===== src/rtl/operand_entry_fsm.sv =====
// Two-operand BCD keypad entry controller.
// Collects up to two decimal digits for operand A, then up to two for
// operand B, then holds both for a downstream subtractor while in SHOW_RES.
// Keys are acted on only on the rising edge of key_valid, so a held key
// counts once. Every response is registered and shows one clock after the
// edge on which the key was sampled.
//
// Handshake: key_valid is a level strobe with no back-pressure. A key is
// accepted in the cycle where key_valid is high and was low in the previous
// cycle, with key_code sampled in that same cycle. There is no ready.
// Rejected keys raise entry_err for exactly one cycle.
module operand_entry_fsm (
  input  logic       clk,
  input  logic       rst,
  input  logic       key_valid,
  input  logic [3:0] key_code,
  output logic [3:0] num_0,
  output logic [3:0] num_1,
  output logic [3:0] num_2,
  output logic [3:0] num_3,
  output logic [1:0] state,
  output logic       result_valid,
  output logic       entry_err
);

  typedef enum logic [1:0] {
    ST_ENTER_A  = 2'b00,
    ST_ENTER_B  = 2'b01,
    ST_SHOW_RES = 2'b10,
    ST_ILLEGAL  = 2'b11
  } state_t;

  localparam logic [3:0] KEY_ENTER = 4'hA;
  localparam logic [3:0] KEY_CLEAR = 4'hB;
  localparam logic [1:0] DCNT_MAX  = 2'd2;

  state_t     state_q;
  logic [1:0] dcnt;
  logic       key_valid_d;
  logic       key_press;
  logic       is_digit;
  logic       is_enter;
  logic       is_clear;
  logic       is_unused;

  // Rising-edge detect on the keypad strobe plus key classification.
  always_comb begin
    key_press = key_valid & ~key_valid_d;
    is_digit  = (key_code <= 4'd9);
    is_enter  = (key_code == KEY_ENTER);
    is_clear  = (key_code == KEY_CLEAR);
    is_unused = (key_code >= 4'hC);
  end

  // The encoded state is exposed directly; it doubles as the debug view.
  assign state = state_q;

  // Entry FSM: state, digit registers, digit counter and flags in one place.
  always_ff @(posedge clk) begin
    if (rst) begin
      state_q      <= ST_ENTER_A;
      num_0        <= 4'd0;
      num_1        <= 4'd0;
      num_2        <= 4'd0;
      num_3        <= 4'd0;
      dcnt         <= 2'd0;
      result_valid <= 1'b0;
      entry_err    <= 1'b0;
      key_valid_d  <= 1'b0;
    end else begin
      key_valid_d <= key_valid;
      // entry_err defaults low so it can only ever be a single-cycle pulse.
      entry_err   <= 1'b0;

      if (state_q == ST_ILLEGAL) begin
        // Recover from the unused encoding with a clean, empty entry.
        state_q      <= ST_ENTER_A;
        num_0        <= 4'd0;
        num_1        <= 4'd0;
        num_2        <= 4'd0;
        num_3        <= 4'd0;
        dcnt         <= 2'd0;
        result_valid <= 1'b0;
      end else if (key_press) begin
        if (is_clear) begin
          // CLEAR wipes everything from any state and is never an error.
          state_q      <= ST_ENTER_A;
          num_0        <= 4'd0;
          num_1        <= 4'd0;
          num_2        <= 4'd0;
          num_3        <= 4'd0;
          dcnt         <= 2'd0;
          result_valid <= 1'b0;
        end else if (is_unused) begin
          entry_err <= 1'b1;
        end else if (is_enter) begin
          case (state_q)
            ST_ENTER_A: begin
              // Operand A keeps whatever digits it has; none means zero.
              state_q <= ST_ENTER_B;
              dcnt    <= 2'd0;
            end
            ST_ENTER_B: begin
              state_q      <= ST_SHOW_RES;
              result_valid <= 1'b1;
            end
            default: begin
              // ENTER while showing the result is silently ignored.
            end
          endcase
        end else if (is_digit) begin
          case (state_q)
            ST_ENTER_A: begin
              if (dcnt == DCNT_MAX) begin
                entry_err <= 1'b1;
              end else begin
                num_1 <= num_0;
                num_0 <= key_code;
                dcnt  <= dcnt + 2'd1;
              end
            end
            ST_ENTER_B: begin
              if (dcnt == DCNT_MAX) begin
                entry_err <= 1'b1;
              end else begin
                num_3 <= num_2;
                num_2 <= key_code;
                dcnt  <= dcnt + 2'd1;
              end
            end
            ST_SHOW_RES: begin
              // A digit starts a fresh calculation with that digit as A.
              state_q      <= ST_ENTER_A;
              num_0        <= key_code;
              num_1        <= 4'd0;
              num_2        <= 4'd0;
              num_3        <= 4'd0;
              dcnt         <= 2'd1;
              result_valid <= 1'b0;
            end
            default: begin
            end
          endcase
        end
      end
    end
  end

endmodule


===== config.mk =====
export PLATFORM = sky130hd
export DESIGN_NAME = operand_entry_fsm
export DESIGN_NICKNAME = d
export VERILOG_FILES = /design/src/rtl/operand_entry_fsm.sv
export SDC_FILE = /design/constraint.sdc
export NUM_CORES = 1
export LEC_CHECK = 0
export BUFFER_PORTS_ARGS = -buffer_cell sky130_fd_sc_hd__buf_2
export CAP_MARGIN = 30
export CELL_PAD_IN_SITES_DETAIL_PLACEMENT = 1
export CELL_PAD_IN_SITES_GLOBAL_PLACEMENT = 2
export CORE_MARGIN = 5
export CORE_UTILIZATION = 31
export DETAILED_ROUTE_END_ITERATION = 6
export PLACE_DENSITY = 0.86
export SYNTH_ARGS = -nofsm -noshare
export SYNTH_HDL_FRONTEND = slang
export SYNTH_SLANG_ARGS = --single-unit

===== constraint.sdc =====
create_clock -name clk -period 2.2 [get_ports clk]
set_input_delay 0 -clock clk [delete_from_list [all_inputs] [get_ports clk]]
set_output_delay 0 -clock clk [all_outputs]
set_load 0.005 [all_outputs]

Yosys cells after proc, flatten, opt, wreduce, memory -nomap -nowiden
Cells that the tools add are included.
W data, S select, Z words.

word-level totals
  bits in registers = 23
  output and inout bits = 20
  word-level logic and storage cells = 91

cells by class
  add/subtract/negate cells = 1
  order comparisons = 2
  eq/ne operators = 14
  multiplexer cells = 47
  bitwise logic cells = 3
  reductions and logical operators = 15

operator list
  kind                   count
  $mux W4                19
  $pmux W4 S2            4
  $mux W2                11
  $reduce_and A6 Y1      3
  $reduce_bool A3 Y1     4
  $mux W1                11
  $reduce_and A5 Y1      2
  $eq A4 B4 Y1 const B   2
  $pmux W2 S2            2
  $eq A2 B2 Y1 const B   3
  $ne A3 B1 Y1 const B   2
  $ne A3 B3 Y1 const B   2
  $ge A4 B4 Y1 const B   1
  $le A4 B4 Y1 const B   1
  $ne A4 B1 Y1 const B   1
  $ne A4 B4 Y1 const B   1
  $reduce_bool A4 Y1     1
  $reduce_or A2 Y1       2
  $reduce_or A4 Y1       1
  $add A2 B1 Y2 const B  1
  $eq A2 B1 Y1 const B   1
  $logic_not A2 Y1       1
  $ne A2 B1 Y1 const B   1
  $ne A2 B2 Y1 const B   1
  3 further kinds        4

Depth between registers and ports, before layout
  depth in word-level cells = 7
  gate-level depth with buffers = 7
  depth with buffers taken out = 6

Least setup slack after synthesis
Ideal clock, no wire load.

  path type = reg-to-reg
  from = register dcnt[0]
  to = register num_2[0]
  setup time = 0.118 ns
  arrival = 1.675 ns
  setup slack = 0.407 ns
  stages on the path, launching flop included = 8
  path buffers = 1
  period minus slack after synthesis = 1.793 ns
  path through = dfxtp_1 > inv_1 > ha_1 > or3b_4 > and3_4 > buf_6 > or3_4 > mux2i_1

on the way
  longest elaborated chain between the ends = 3

RTL lines
  element                             line  RTL
  start, declared                     38    logic [1:0] dcnt;
  start signal, assigned              119   dcnt <= dcnt + 2'd1;
  start signal, assigned              128   dcnt <= dcnt + 2'd1;
  $eq A2 B2 Y1                        123   if (dcnt == DCNT_MAX) begin
  $ne A3 B3 Y1 (no source line)       --
  $reduce_and A6 Y1 (no source line)  --
  end signal, assigned                127   num_2 <= key_code;
  end, declared                       19    output logic [3:0] num_2,

Every way passes these cells.
A chain may end at the register's enable or synchronous reset.

Worst setup path in the final report
  from = register dcnt[0]
  to = register num_1[3]

on the way
  longest elaborated chain between the ends = 3

RTL lines
  element                             line  RTL
  $eq A2 B2 Y1                        114   if (dcnt == DCNT_MAX) begin
  $ne A3 B3 Y1 (no source line)       --
  $reduce_and A6 Y1 (no source line)  --
  end signal, assigned                117   num_1 <= num_0;
  end, declared                       18    output logic [3:0] num_1,

Every way passes these cells.

==> impl_metrics.ini <==
[status]
status = finished clean

[routing]
drt_pass1_iterations = 3
vias_per_cell = 5.45
via_count = 1112
routedWlPerCell_um = 15.9
drc = 0
ant_nets = 0
routed_wl_mm = 3.24
drt-initial-drc-count = 41

[critical_path]
critPathMaxStageDelay_ns = 0.53
arrival_ns = 2.11
path_class = reg -> reg
cp-startpoint = dcnt[0]
path_depth = 6
rrSetupSlack_ns = 0.29
r2r_start = dcnt[0]
endpoint = num_1[3]
crit_path_start_kind = flip-flop
crit_slowest_cell = or4_1
worstSetupEndpointType = flip-flop
crit_buf_inv = 1
r2r_cells = 6
crit_chain = inv_1 > ha_1 > nor2b_1 > o21a_1 > or4_1 > a21oi_1
cp_max_fo = 16
r2r_end = num_1[3]
critical_path.top_delay_family = simple AND/OR/NAND/NOR gates
crit_required_ns = 2.40

[power_and_ir_drop]
power.leakage_nw = 0.569
ir_worst_vdd_mv = 0.216
power.density_mw_per_mm2 = 593
power_mw = 0.820

[timing]
period_needed_ns = 1.91
rsz0062_at_grt = no
final_min_period_over_clock_period_pct = 86.8
tns_ns = 0
max_freq_mhz = 524
fin_skew_ns = 0.00525
final_hold_viol_count = 0
slew_violations = 0
relSlewSlack_pct = 51.3
tightest_slew_ns = 0.730
timing.final.ws_setup_ns = 0.291
setup_viol = 0

[final_layout]
final_cells = 204
nFillCells = 462
regArea_um2 = 460
drive_gt1_share_pct = 22.4
final_nets = 165
synthToLayoutAreaGrowth_pct = 15.4
num_antenna_cells = 0
multi_input_area_um2 = 657

[synthesis]
synth_cells = 137
synth_area_per_cell_um2 = 8.75
netlist_area_mm2 = 0.00120
yosysWarnings = 0
syn_nets = 145
post-synth-top-area-cell = dfxtp_1
synthDistinctLibCells = 36
netlist_top_cells_area = dfxtp_1 (38%), o31ai_1 (8.8%), a21oi_1 (7.9%)
yosys_register_bits = 23
yosysSeqAreaShare_pct = 38.4
synth_top_area_share_pct = 38.4

[placed_design]
gp_congestion = 0.835
pre_cts_ws_ns = 0.304
dpl.cell_count = 198
hpwl_mm = 2.29
io_buffers = 26

[floorplanning]
pin_count = 27
die_x_um = 72.2
rows = 22
core_mm2 = 0.00372
start_util_pct = 32.3
die-area_mm2 = 0.00521
die_h_um = 72.2

[cts]
cts_max_path_buffers = 2
post_cts_resized = 0
cts_sinks = 23
cts_root_buf = clkbuf_8
clk_latency_ns = 0.27
cts_made_buffers = 3
cts.clk_slew.worst_paths_ns = 0.08
htreeDepth = 1
cts_tree = yes

[grt]
grt_max_degree = 23
grt-ovfl-total = 0
antenna_found_initial = 0
grt.total_usage_pct = 13.0
grt_pass1_vias = 1130
grt_first_pass_wirelength_mm = 5.40

[job]
maxCapViolCount = 0

[min_path]
hold_class = in -> reg
## how the worst min path moves through the flow
stage	slack, ns	startpoint	cells past startpoint	to
floorplan	0.07	rst	1	state[1]
global placement	0.23	key_valid	2	key_valid_d
detailed placement	0.25	rst	2	key_valid_d
CTS	0.07	key_code[1]	3	num_2[1]
global route	0.07	key_code[0]	3	num_2[0]
finish	0.06	key_code[0]	3	num_2[0]
## cell families (layout without fill, tap and decap cells)
| family | count (synthesis) | count (layout) | share of synthesized area (%) |
|---|---|---|---|
| flip-flops | 23 | 23 | 38.4 |
| XOR/XNOR | 1 | 1 | 0.731 |
| buffers and inverters | 15 | 34 | 6.78 |
| AO/OA/AOI/OAI | 44 | 44 | 23.1 |
| adder cells (fa/ha/maj) | 1 | 1 | 1.04 |
| AND/OR/NAND/NOR | 49 | 49 | 26.6 |
| multiplexers | 4 | 4 | 3.34 |
## cell usage after synthesis (all sizes together)
cell,instances
inv,1
nand2b,3
nor3,3
a21oi,19
o21a,2
or4,7
mux2i,4
or3b,1
nor2,2
and3b,1
o21ai,3
a22oi,1
nor4,2
nand4b,3
a21o,3
buf,9
nand2,9
o31ai,14
dfxtp,23
nand4,6
ha,1
a31oi,1
o31a,1
and3,1
or3,1
and2b,1
nand3,5
nor2b,4
xnor2,1
clkbuf,5
## worst reg2reg max path: stages (launching register included)
cell     delay [ns]
dfxtp_1        0.36
inv_1          0.05
ha_1           0.22
nor2b_1        0.15
o21a_1         0.36
or4_1          0.53
a21oi_1        0.17
## per-stage QoR
| step | instance area (um2) | hold WS [ns] | utilization, % |
|---|---|---|---|
| 3_5_place_dp | 1320 | 0.250 | 35.5 |
| 2_1_floorplan | 1200 | 0.0691 | - |
| 3_3_place_gp | 1320 | 0.234 | 35.5 |
| 4_1_cts | 1380 | 0.0686 | 37.2 |
| 6_report | 1380 | 0.0621 | 37.2 |
| 5_1_grt | 1380 | 0.0671 | 37.2 |
## final cells by class
| class | count | area share (%) |
|---|---|---|
| inverters | 1 | 0.271 |
| flip-flops and latches | 23 | 33.3 |
| clock buffers | 4 | 3.25 |
| well taps | 48 | 4.34 |
| repair buffers | 29 | 11.4 |
| multi-input cells | 99 | 47.5 |
## sequential cells by signal, indices dropped and copies added, names as in the netlist
name,flops
dcnt,2
entry_err,1
key_valid_d,1
num_0,4
num_1,4
num_2,4
num_3,4
result_valid,1
state,2
## power by group
part | leakage (nW) | switching (mW) | internal (mW)
combinational | 0.360 | 0.0732 | 0.0423
clock | 0.0228 | 0.140 | 0.130
sequential | 0.186 | 0.00813 | 0.427
## metal layers
layer,part of all wire (%),vias up,wire length (um),GRT usage [%]
li1,-,555,-,-
met1,46,538,1490,15.6
met2,49,14,1580,22.1
met3,3.3,5,106,2.35
met4,1.8,0,59,6.05
met5,0,-,0,0
## cells in the final DEF (no fill, tap or decap), types with 2 or more instances in the layout
master / netlist / layout
buf_2: 5 / 26
dfxtp_1: 23 / 23
a21oi_1: 19 / 19
o31ai_1: 14 / 14
nand2_1: 9 / 9
or4_1: 7 / 7
nand4_1: 6 / 6
nand3_1: 5 / 5
nor2b_1: 4 / 4
mux2i_1: 4 / 4
nand2b_1: 3 / 3
nor3_1: 3 / 3
clkbuf_8: 0 / 3
o21a_1: 2 / 2
o21ai_0: 2 / 2
nor4_1: 2 / 2
a21o_1: 2 / 2
nor2_1: 2 / 2
nand4b_1: 2 / 2
dlygate4sd3_1: 0 / 2
## timing repair
item | 4_1_cts | 5_1_grt
setup buffers | 0 | 0
endpoints found under the hold margin | 2 | 0
hold buffers | 2 | 0
(Power assumes the default switching activity.)
